--- config.mk ---
export PLATFORM = sky130hd
export DESIGN_NAME = preempt_timer_flat
export DESIGN_NICKNAME = d
export VERILOG_FILES = /design/src/rtl/preempt_timer_if.sv /design/src/rtl/preempt_timer.sv /design/src/flat_wrapper.sv
export SDC_FILE = /design/constraint.sdc
export NUM_CORES = 1
export LEC_CHECK = 0
export CAP_MARGIN = 30
export CORE_ASPECT_RATIO = 0.5
export CORE_MARGIN = 10
export CORE_UTILIZATION = 47
export CTS_CLUSTER_DIAMETER = 50
export CTS_CLUSTER_SIZE = 40
export DETAILED_ROUTE_END_ITERATION = 16
export GPL_TIMING_DRIVEN = 0
export HOLD_SLACK_MARGIN = 0.12
export PLACE_DENSITY = 0.88
export SLEW_MARGIN = 40
export SYNTH_ARGS = -nofsm -noshare
export SYNTH_HDL_FRONTEND = slang
export SYNTH_SLANG_ARGS = --single-unit
--- constraint.sdc ---
create_clock -name clk -period 2.3 [get_ports clk]
set_input_delay 0.46 -clock clk [delete_from_list [all_inputs] [get_ports clk]]
set_output_delay 0.46 -clock clk [all_outputs]
set_load 0.02 [all_outputs]
--- src/rtl/preempt_timer_if.sv ---
// Signal bundle between the control unit and the preemption quantum timer.
// The control unit (master) loads quanta and supplies the privilege bit.
// The timer (slave) returns the sticky timeout and the live counter value.
interface preempt_timer_if #(
    parameter int WIDTH = 16
);
    logic             timer_in;
    logic [WIDTH-1:0] bus_in;
    logic             privileged;
    logic             timeout;
    logic [WIDTH-1:0] count_out;

    modport master (
        output timer_in, bus_in, privileged,
        input  timeout, count_out
    );

    modport slave (
        input  timer_in, bus_in, privileged,
        output timeout, count_out
    );
endinterface

--- src/rtl/preempt_timer.sv ---
// Preemption quantum timer.
// A quantum is loaded from the bus with timer_in. The counter is decremented
// once every PRESCALE unprivileged clocks. When it reaches zero, the timer
// raises a sticky timeout that the control unit samples at instruction end.
// Optional feature macro: TIMER_AUTO_RELOAD_EN. When it is defined, each
// expiry reloads the counter from the stored quantum and counting continues.
module preempt_timer #(
    parameter int WIDTH    = 16,
    parameter int PRESCALE = 4     // legal range 1..256
) (
    input  logic           clk,
    input  logic           reset,  // asynchronous, active-low
    preempt_timer_if.slave bus
);
    localparam int            PW        = (PRESCALE > 1) ? $clog2(PRESCALE) : 1;
    localparam logic [PW-1:0] PRESC_MAX = PW'(PRESCALE - 1);

    typedef enum logic [1:0] {
        IDLE,
        RUN,
        EXPIRED
    } state_t;

    state_t           r_state,   w_state_nxt;
    logic [WIDTH-1:0] r_counter, w_counter_nxt;
    logic [PW-1:0]    r_presc,   w_presc_nxt;
    logic             r_timeout, w_timeout_nxt;
`ifdef TIMER_AUTO_RELOAD_EN
    logic [WIDTH-1:0] r_quantum, w_quantum_nxt;
`endif

    // State and datapath registers; all of them clear on reset.
    // NOTE: sequential state uses non-blocking assignments only, so every
    // register samples its value from before the clock edge.
    always_ff @(posedge clk or negedge reset) begin
        if (!reset) begin
            r_state   <= IDLE;
            r_counter <= '0;
            r_presc   <= '0;
            r_timeout <= 1'b0;
`ifdef TIMER_AUTO_RELOAD_EN
            r_quantum <= '0;
`endif
        end else begin
            r_state   <= w_state_nxt;
            r_counter <= w_counter_nxt;
            r_presc   <= w_presc_nxt;
            r_timeout <= w_timeout_nxt;
`ifdef TIMER_AUTO_RELOAD_EN
            r_quantum <= w_quantum_nxt;
`endif
        end
    end

    // Next-state logic. A load has priority over any decrement or expiry that
    // would happen on the same clock.
    // NOTE: every output of this block gets a default first, so no path can
    // leave a value unassigned and infer a latch.
    always_comb begin
        w_state_nxt   = r_state;
        w_counter_nxt = r_counter;
        w_presc_nxt   = r_presc;
        w_timeout_nxt = r_timeout;
`ifdef TIMER_AUTO_RELOAD_EN
        w_quantum_nxt = r_quantum;
`endif

        if (bus.timer_in) begin
            w_counter_nxt = bus.bus_in;
            w_presc_nxt   = '0;
            w_timeout_nxt = 1'b0;
            w_state_nxt   = (bus.bus_in != '0) ? RUN : IDLE;
`ifdef TIMER_AUTO_RELOAD_EN
            w_quantum_nxt = bus.bus_in;
`endif
        end else begin
            unique case (r_state)
                IDLE: begin
                    w_timeout_nxt = 1'b0;
                end
                RUN: begin
                    // Kernel mode pauses the prescaler and the counter but
                    // keeps their progress.
                    if (!bus.privileged) begin
                        if (r_presc == PRESC_MAX) begin
                            w_presc_nxt = '0;
                            if (r_counter == WIDTH'(1)) begin
                                w_timeout_nxt = 1'b1;
`ifdef TIMER_AUTO_RELOAD_EN
                                w_counter_nxt = r_quantum;
`else
                                w_counter_nxt = '0;
                                w_state_nxt   = EXPIRED;
`endif
                            end else if (r_counter != '0) begin
                                w_counter_nxt = r_counter - WIDTH'(1);
                            end
                        end else begin
                            w_presc_nxt = r_presc + PW'(1);
                        end
                    end
                end
                EXPIRED: begin
                    // Only a fresh load leaves this state.
                    w_timeout_nxt = 1'b1;
                    w_counter_nxt = '0;
                end
                default: begin
                    w_state_nxt = IDLE;
                end
            endcase
        end
    end

    assign bus.timeout   = r_timeout;
    assign bus.count_out = r_counter;

endmodule

--- src/flat_wrapper.sv ---
// flat-port wrapper written by rule: the top's interface ports become plain ports
module preempt_timer_flat 
#(
    parameter int WIDTH    = 16,
    parameter int PRESCALE = 4                          
)
  (clk, reset, bus_timer_in, bus_bus_in, bus_privileged, bus_timeout, bus_count_out);
  preempt_timer_if #(.WIDTH(WIDTH)) bus_i ();
  input  logic clk;
  input  logic reset;
  input wire logic [$bits(bus_i.timer_in)-1:0] bus_timer_in;
  input wire logic [$bits(bus_i.bus_in)-1:0] bus_bus_in;
  input wire logic [$bits(bus_i.privileged)-1:0] bus_privileged;
  output wire logic [$bits(bus_i.timeout)-1:0] bus_timeout;
  output wire logic [$bits(bus_i.count_out)-1:0] bus_count_out;
  assign bus_i.timer_in = bus_timer_in;
  assign bus_i.bus_in = bus_bus_in;
  assign bus_i.privileged = bus_privileged;
  assign bus_timeout = bus_i.timeout;
  assign bus_count_out = bus_i.count_out;
  preempt_timer #(.WIDTH(WIDTH), .PRESCALE(PRESCALE)) u_core (.clk(clk), .reset(reset), .bus(bus_i));
endmodule
==> summary.md, run 1 <==
| Metric | Value |
|---|---|
| Slew margin rel. | 0.639 |
| Final HPWL DP | 3530 µm |
| Most frequent cells in the layout | 34 x clkdlybuf4s50_1, 21 x dfrtp_1, 15 x o21ai_0, 14 x nand2_1, 12 x nor2_1 |
| Final setup viols | 0 |
| Num CTS Buffers | 3 |
| Vias/cell | 6.47 |
| Slew Viols, Final | 0 |
| Crit path time final | 2.22 ns |
| Clk Latency, worst-skew pair | 0.27 ns |
| Vias in the first global route | 1,505 |
| Ratio of final minimum period to clock period | 0.965 |
| Initial cell density of the core | 0.497 |
| Max Cap Violations | 0 |
| Synth Cell Area | 0.00151 mm² |
| Die area | 0.00600 mm² |
| Syn_nets | 202 |
| Final Skew | 0.00989 ns |
| Worst-margin pin slew | approximately 0.54 ns |
| Placer congestion estimate | between 0.9 and 1 |
| Syn avg cell area | 8.60 µm² |
| Setup ws final | 0.0804 ns |
| Global Route Usage Sum | 0.158 |
| Share of the synthesized area in the top cell type | 0.349 |
| Critical Path Source Type | flop |
| Clock sinks | 21 |
| Worst-path fanout max | 10 |
| Internal Pwr Total | ~770 µW |
| Leading cell type in the layout, fill and taps excluded | clkdlybuf4s50_1 |
| Critical path required time | roughly 2.5 ns |
| Ant diodes | 0 |
| Place WS | -0.119 ns |
| Sequential share of power | 0.397 |
| Vias | ~1,700 |
| CTS tree | yes |
| Port buffer count | 35 |
| Initial drt markers | 238 |
| Overall Power | 1.23 mW |
| Detailed Routing Iterations Pass 1 | 5 |
| Final WL | ~4800 µm |
| CP endpoint kind | flop |
| Placement Rows | 14 |
| Crit path kind | reg -> reg |
| WL/cell | 18.7 µm |
| Top cells by area, synth | dfrtp_1 35%, ha_1 5.8%, o21ai_0 5.0% |
| Sequential-to-total area share from yosys stat | 0.349 |
| YS warnings | 0 |
| Power Dens Cells | 619 mW/mm² |
| Max VDD drop | 257 µV |
| Switching pwr | 467 µW |
| Clk pin slew, worst setup/hold paths | 0.08 ns |
| Layout cells sized above 1 | 0.112 |
| H-tree depth | 1 |
| Final Hold Vio Count | 0 |
| Maximum number of pins on one net before global-route repair | 22 |
| Routed Antenna Nets | 0 |
| Gate power share | 0.398 |
| Top achievable clock speed | 451 MHz |
| IO Pins | 37 |
| Crit path arrival time | 2.38 ns |
| Die W | 100 µm |
| Synth area leader | dfrtp_1 |
| Clock buffer depth | 2 |
| Area after DPL | 0.00190 mm² |
| Layout area overhead | 32.3% |
| Cell area after layout | 0.00199 mm² |
| Static leakage | 0.761 nW |
| Sw Ratio | 0.379 |
| Remaining Overflow, GRT | 0 |
| Distinct cells, synth | 46 |
| CTS Root Cell | clkbuf_8 |
| First-pass GRT wire length | 7630 µm |
| Die Ht | ~60 µm |
| Synth Register Bits | 21 |
| Hold-fix buffers, CTS | 0 |
| Outcome | finished, final reports clean |
| Final nets | 243 |
| Clk network pwr share | 0.205 |
| Mapped Cells | 175 |
| Initial antenna violation count | 0 |
| Drc violations | 0 |
| Hold/Removal Path Class | in -> async |
| Std-Cell Core Area | 0.00303 mm² |
[per-layer routing]
layer / track usage / vias to the layer above / part of all wire
li1: - / 752 / -
met1: 0.200 / 779 / 0.40
met2: 0.249 / 97 / 0.47
met3: 0.0506 / 22 / 0.098
met4: 0.0520 / 0 / 0.029
met5: 0 / - / 0
[power by group through the flow]
stage | combinational (mW) | sequential [mW] | clock, mW
2_1_floorplan | 0.216 | 0.539 | 0
3_3_place_gp | 0.464 | 0.487 | 0
3_5_place_dp | 0.470 | 0.491 | 0
4_1_cts | 0.475 | 0.483 | 0.258
5_1_grt | 0.534 | 0.498 | 0.276
6_report | 0.490 | 0.488 | 0.253
[cells in the mapped netlist, drive strengths merged]
master	n
a22o	2
and4	2
mux2i	4
inv	5
nor2	12
nand3	7
nand4b	1
or2	3
nand2b	2
ha	7
or3	1
o311ai	1
o31a	1
o211ai	1
o21ai	16
o21a	1
a21oi	6
nand4	2
buf	4
nor3b	1
a222oi	1
a2bb2oi	2
a211oi	1
and2	2
nor4	11
o31ai	2
a22oi	4
a21boi	1
a221o	2
or4	3
a21o	1
dfrtp	21
a32oi	3
nand2	14
nor2b	4
nor4b	1
clkbuf	6
nor3	12
a31oi	1
o2bb2ai	4
[path summary, 6_finish.rpt]
check	slack, ns	to	start	depth (start not counted)
worst max-delay path	0.08	u_core.bus.count_out[4]	u_core.r_state[1]	7
worst min-delay path	0.15	u_core.bus.count_out[3]	reset	1
worst max register to register	0.08	u_core.bus.count_out[4]	u_core.r_state[1]	7
worst min register to register	0.54	u_core.bus.count_out[1]	u_core.bus.count_out[1]	2
max in group asynchronous	1.81	u_core.bus.count_out[15]	reset	1
min in group clk	0.54	u_core.bus.count_out[1]	u_core.bus.count_out[1]	2
[flip-flops by register name, summed over array words and instances (netlist names)]
register,flops
u_core.bus.timeout,1
u_core.bus.count_out,16
u_core.r_state,2
u_core.r_presc,2
[critical path, cell delays in order, from the launching register on]
cell,delay [ns]
dfrtp_1,0.37
inv_1,0.07
ha_1,0.26
nor2b_1,0.19
and4_1,0.29
a21oi_2,0.41
o21ai_0,0.16
a221o_2,0.36
[cell type report]
| class | instances | area (µm²) |
|---|---|---|
| Fill cell | 244 | 1040 |
| Clock buffer | 4 | 45.0 |
| Multi-Input combinational cell | 139 | 948 |
| Buffer | 10 | 50.0 |
| Inverter | 5 | 18.8 |
| Tap cell | 40 | 50.0 |
| Sequential cell | 21 | 526 |
| Timing Repair Buffer | 36 | 353 |
[timing repair]
action,CTS,global route
gates resized for setup,2,6
endpoints found under the hold margin,0,0
setup buffers,0,1
cloned,0,0
setup endpoints to repair,1,15
[logic make-up (layout without fill, tap and decap cells)]
logic type | count (synthesis) | after routing | synth area share
adder cells (fa/ha/maj) | 7 | 7 | 0.0582
multiplexers | 4 | 4 | 0.0266
AND/OR/NAND/NOR | 78 | 78 | 0.289
buffers and inverters | 15 | 55 | 0.0449
flip-flops | 21 | 21 | 0.349
AO/OA/AOI/OAI | 50 | 50 | 0.232
[stage by stage]
step | TNS (ns) | std cells | util | hold slack (ns)
floorplan | 0 | 175 | - | 0.164
global route | -0.00131 | 255 | 0.657 | 0.184
global placement | -0.109 | 250 | 0.629 | 0.509
detailed placement | -0.119 | 250 | 0.627 | 0.459
CTS | 0 | 254 | 0.645 | 0.170
finish | 0 | 255 | 0.657 | 0.148
(Power assumes the default switching activity.)
==> inputs of run 2 (changes only) <==
- clock period: 2.3 -> 2.35 ns (I/O delays scaled with it)
==> summary.md, run 2 (synthesized netlist as in run 1, its figures left out) <==
| Metric | Value |
|---|---|
| Outcome | finished, final reports clean |
| Initial cell density of the core | 0.497 |
| Final WL | 4690 µm |
| Critical Path Source Type | flop |
| Clk Latency, worst-skew pair | 0.27 ns |
| Cell area after layout | slightly below 0.002 mm² |
| Crit path arrival time | 2.40 ns |
| CP max stage delay | 0.59 ns |
| Max VDD drop | around 250 µV |
| Slew Viols, Final | 0 |
| Leading cell type in the layout, fill and taps excluded | clkdlybuf4s50_1 |
| Buffers and inverters on the worst path | 2 |
| Hold/Removal Path Class | in -> async |
| Crit path time final | ~2.2 ns |
| WL/cell | between 15 and 20 µm |
| Vias in the first global route | 1,491 |
| Top achievable clock speed | 450 MHz |
| Area after DPL | 0.00190 mm² |
| Internal Pwr Total | 749 µW |
| Power Dens Cells | 604 mW/mm² |
| TNS Setup | 0 ns |
| Drc violations | 0 |
| Sw Ratio | 0.375 |
| Worst-path fanout max | 10 |
| Placement Rows | 14 |
| Final Hold Vio Count | 0 |
| Static leakage | 0.752 nW |
| Vias/cell | about 6.5 |
| Routed Antenna Nets | 0 |
| Place WS | -0.0786 ns |
| Final nets | roughly 240 |
| Std-Cell Core Area | roughly 0.003 mm² |
| Hold-fix buffers, CTS | 0 |
| Initial drt markers | 215 |
| Die W | 100 µm |
| Util after Layout | 0.655 |
| Die Ht | 60.0 µm |
| Layout area overhead | 31.8% |
| Final setup viols | 0 |
| Gate power share | 0.398 |
| Ratio of final minimum period to clock period | 0.945 |
| Initial antenna violation count | 0 |
| CTS Root Cell | clkbuf_8 |
| Port buffer count | 35 |
| Max Cap Violations | 0 |
| Switching pwr | about 450 µW |
| Clock sinks | 21 |
| Die area | roughly 0.0060 mm² |
| RSZ-0062 raised after global routing | false |
| Final HPWL DP | 3530 µm |
| Most frequent cells in the layout | 34 x clkdlybuf4s50_1, 21 x dfrtp_1, 15 x o21ai_0, 14 x nand2_1, 12 x nor2_1 |
| Num CTS Buffers | 3 |
| Slowest cell on crit path | or4_4 |
| Clock buffer depth | 2 |
| Slew margin rel. | 0.632 |
| Family with the most delay on the worst path | simple AND/OR/NAND/NOR gates |
| Worst hold slack | around 0.16 ns |
| H-tree depth | 1 |
| Clk network pwr share | 0.203 |
| Sequential share of power | 0.399 |
| Clk pin slew, worst setup/hold paths | about 0.080 ns |
| Detailed Routing Iterations Pass 1 | 5 |
| Largest register FFs | 16 |
| Fillers | roughly 240 |
| Setup ws final | 0.130 ns |
| Crit path cell chain | buf_6 -> or4_4 -> nor3_2 -> a21o_1 -> buf_2 -> nand2_1 -> o21ai_0 |
| Final Skew | 0.00905 ns |
| Placer congestion estimate | 0.942 |
| CP endpoint kind | flop |
| Remaining Overflow, GRT | 0 |
| Critical path required time | 2.53 ns |
| Ant diodes | 0 |
| Layout cells sized above 1 | 0.112 |
| First-pass GRT wire length | 7550 µm |
| Vias | 1,647 |
| Maximum number of pins on one net before global-route repair | 22 |
| CTS tree | yes |
| IO Pins | 37 |
| Crit path kind | reg -> reg |
| Worst-margin pin slew | 0.549 ns |
| Global Route Usage Sum | 0.156 |
[run 2: cell counts in the layout (fill, tap and decap cells not counted)]
No cell type changed its count.
[run 2: power groups by stage]
stage          registers (mW)  logic (mW)  clock network [mW]
3_3_place_gp            0.477       0.454                   0
3_5_place_dp            0.480       0.460                   0
4_1_cts                 0.473       0.464               0.253
6_report                0.478       0.478               0.243
2_1_floorplan           0.527       0.212                   0
5_1_grt                 0.487       0.520               0.270
[run 2: path summary, 6_finish.rpt]
path                                              start                  endpoint  slack [ns]  depth (start not counted)
worst min register to register  u_core.bus.count_out[1]   u_core.bus.count_out[1]        0.54                          2
min in group clk                u_core.bus.count_out[1]   u_core.bus.count_out[1]        0.54                          2
worst max-delay path            u_core.bus.count_out[4]   u_core.bus.count_out[0]        0.13                          7
max in group asynchronous                         reset  u_core.bus.count_out[15]        1.84                          1
worst min-delay path                              reset   u_core.bus.count_out[8]        0.16                          1
worst max register to register  u_core.bus.count_out[4]   u_core.bus.count_out[0]        0.13                          7
[run 2: stage by stage]
stage / power, mW / cells
after detailed placement: 0.941 / 250
after global routing: 1.28 / 255
after global placement: 0.931 / 250
after CTS: 1.19 / 254
after floorplan: 0.739 / 175
final: 1.20 / 255
[run 2: repair_timing]
item,CTS,global route
endpoints found under the hold margin,0,0
setup endpoints to repair,1,16
setup buffers,0,1
resized for setup,1,6
gates cloned,0,0
[run 2: final cells by class]
class                           instances  area (µm²)  area share
Clock buffer                            4        45.0      0.0227
Inverter                                5        18.8     0.00946
Timing Repair Buffer                   36         353       0.178
Buffer                                 10        50.0      0.0252
Sequential cell                        21         526       0.265
Multi-Input combinational cell        139         942       0.475
Tap cell                               40        50.0      0.0252
[run 2: routing by layer]
layer | routed length [µm] | global-route usage | up-vias
li1 | - | - | 755
met1 | 1880 | 0.199 | 774
met2 | 2220 | 0.242 | 103
met3 | 482 | 0.0518 | 15
met4 | 112 | 0.0540 | 0
met5 | 0 | 0 | -
==> inputs of run 3 (changes only) <==
- CORE_UTILIZATION: 47 -> 44
- PLACE_DENSITY: 0.88 -> 0.86
- clock period: 2.35 -> 1.87 ns (I/O delays scaled with it)
==> summary.md, run 3 (synthesized netlist as in run 1, its figures left out) <==
| Metric | Value |
|---|---|
| Clk Latency, worst-skew pair | 0.26 ns |
| Top achievable clock speed | 486 MHz |
| Reg-to-Reg Start | u_core.bus.count_out[4] |
| Max Cap Violations | 0 |
| Leading cell type in the layout, fill and taps excluded | clkdlybuf4s50_1 |
| H-tree depth | 1 |
| Sw Ratio | 0.384 |
| Maximum number of pins on one net before global-route repair | 22 |
| First-pass GRT wire length | 8000 µm |
| Final WL | 5460 µm |
| Crit path cell chain | or4_4 -> buf_4 -> nor2_4 -> nand2_2 -> or4_4 -> nand2_2 |
| Layout area overhead | 56.0% |
| Std-Cell Core Area | about 0.0031 mm² |
| Clk pin slew, worst setup/hold paths | roughly 0.08 ns |
| Worst-margin pin slew | 0.560 ns |
| Worst hold slack | 0.547 ns |
| Crit path arrival time | 2.26 ns |
| Gate power share | 0.437 |
| Clock buffer depth | 2 |
| Layout cells sized above 1 | 0.328 |
| CP max stage delay | 0.60 ns |
| CTS tree | yes |
| RSZ-0062 raised after global routing | true |
| Port buffer count | 35 |
| Final HPWL DP | approximately 3700 µm |
| Num CTS Buffers | 3 |
| Buffers and inverters on the worst path | 1 |
| IO Pins | 37 |
| WL/cell | slightly below 20 µm |
| Clk network pwr share | 0.186 |
| Vias | 1,767 |
| Critical Path Source Type | flop |
| Placement Rows | 14 |
| Internal Pwr Total | 1.02 mW |
| CTS Root Cell | clkbuf_8 |
| Ant diodes | 0 |
| Hold path start | u_core.r_presc[0] |
| Family with the most delay on the worst path | simple AND/OR/NAND/NOR gates |
| Clock sinks | 21 |
| Crit path kind | reg -> reg |
| Drc violations | 0 |
| Area after DPL | just under 0.002 mm² |
| Die area | 0.00630 mm² |
| Largest register FFs | 16 |
| Final Skew | approximately 0.0045 ns |
| Violated checks | negative setup slack |
| Detailed Routing Iterations Pass 1 | 5 |
| Static leakage | between 0.8 and 0.9 nW |
| Remaining Overflow, GRT | 0 |
| Vias in the first global route | 1,543 |
| Initial cell density of the core | 0.480 |
| Final Hold Vio Count | 0 |
| Max VDD drop | 285 µV |
| Placer congestion estimate | just under 1 |
| Routed Antenna Nets | 0 |
| Sequential share of power | 0.376 |
| Worst-path fanout max | 5 |
| Crit path time final | approximately 2 ns |
| Slowest cell on crit path | or4_4 |
| Power Dens Cells | 705 mW/mm² |
| Global Route Usage Sum | 0.160 |
| Initial drt markers | 158 |
| Most frequent cells in the layout | 34 x clkdlybuf4s50_1, 19 x buf_4, 12 x dfrtp_1, 11 x nor3_1 |
| Ratio of final minimum period to clock period | 1.10 |
| Slew margin rel. | 0.627 |
| Setup crit start | u_core.bus.count_out[4] |
| Switching pwr | 637 µW |
| Die Ht | 61.4 µm |
| CP endpoint kind | flop |
| Die W | 103 µm |
| Setup ws final | -0.189 ns |
| Final setup viols | 17 |
| Initial antenna violation count | 0 |
| Critical path required time | roughly 2.1 ns |
| Final nets | 263 |
| Hold/Removal Path Class | reg -> reg |
| Slew Viols, Final | 0 |
| Vias/cell | 6.43 |
| Outcome | complete, but fails checks |
| Cell area after layout | 0.00235 mm² |
[run 3: changes by cell type in the layout (fill, tap and decap cells not counted), moves of 4 or more]
cell,before,now
buf_4,1,19
nor2_1,12,8
o21ai_0,15,10
nand2_2,0,4
dfrtp_2,0,9
dfrtp_1,21,12
nand2_1,14,10
[run 3: metal layers]
metal / part of all wire / vias up / GRT usage
met2: 0.47 / 104 / 0.258
met3: 0.10 / 14 / 0.0313
met5: 0 / - / 0
met4: 0.017 / 0 / 0.0418
met1: 0.41 / 854 / 0.217
li1: - / 795 / -
[run 3: final timing paths]
| check | to | slack, ns | depth (start not counted) |
|---|---|---|---|
| worst max-delay path | u_core.bus.count_out[9] | -0.19 | 6 |
| worst min-delay path | u_core.r_presc[0] | 0.55 | 2 |
| worst max register to register | u_core.bus.count_out[9] | -0.19 | 6 |
| worst min register to register | u_core.r_presc[0] | 0.55 | 2 |
| max in group asynchronous | u_core.bus.count_out[1] | 0.90 | 2 |
| min in group asynchronous | u_core.bus.count_out[3] | 0.61 | 2 |
[run 3: layout make-up]
type	instances	area [µm²]
clock buffers	4	45.0
flip-flops and latches	21	537
inverters	5	18.8
well taps	40	50.0
plain buffers	7	62.6
fillers	220	787
repair buffers	59	533
multi-input cells	139	1100
[run 3: power groups by stage]
stage | clock, mW | sequential, mW | combinational [mW]
global placement | 0 | 0.609 | 0.595
detailed placement | 0 | 0.614 | 0.601
floorplan | 0 | 0.673 | 0.284
finish | 0.309 | 0.623 | 0.724
global route | 0.329 | 0.634 | 0.769
CTS | 0.310 | 0.613 | 0.657
[run 3: through the flow]
stage | power, mW | setup slack (ns) | setup TNS (ns) | instances | utilization
floorplan | 0.956 | -0.0595 | -0.155 | 175 | -
global placement | 1.20 | -0.381 | -3.77 | 250 | 0.626
detailed placement | 1.21 | -0.370 | -3.98 | 250 | 0.624
CTS | 1.58 | -0.121 | -0.986 | 265 | 0.698
global route | 1.73 | -0.232 | -2.74 | 275 | 0.749
finish | 1.66 | -0.189 | -1.64 | 275 | 0.749
[run 3: worst register-to-register path, cell delays in order, from the launching register on]
cell and delay (ns):
dfrtp_2 0.44, or4_4 0.61, buf_4 0.17, nor2_4 0.11, nand2_2 0.07, or4_4 0.52, nand2_2 0.08
[run 3: what timing repair did]
| item | CTS | global route |
|---|---|---|
| resized for setup | 24 | 23 |
| buffers inserted | 11 | 11 |
| endpoints found under the setup margin | 19 | 18 |
| hold buffers | 1 | 0 |
| pin swaps | 9 | 9 |
| endpoints found under the hold margin | 21 | 0 |
| cloned | 1 | 1 |
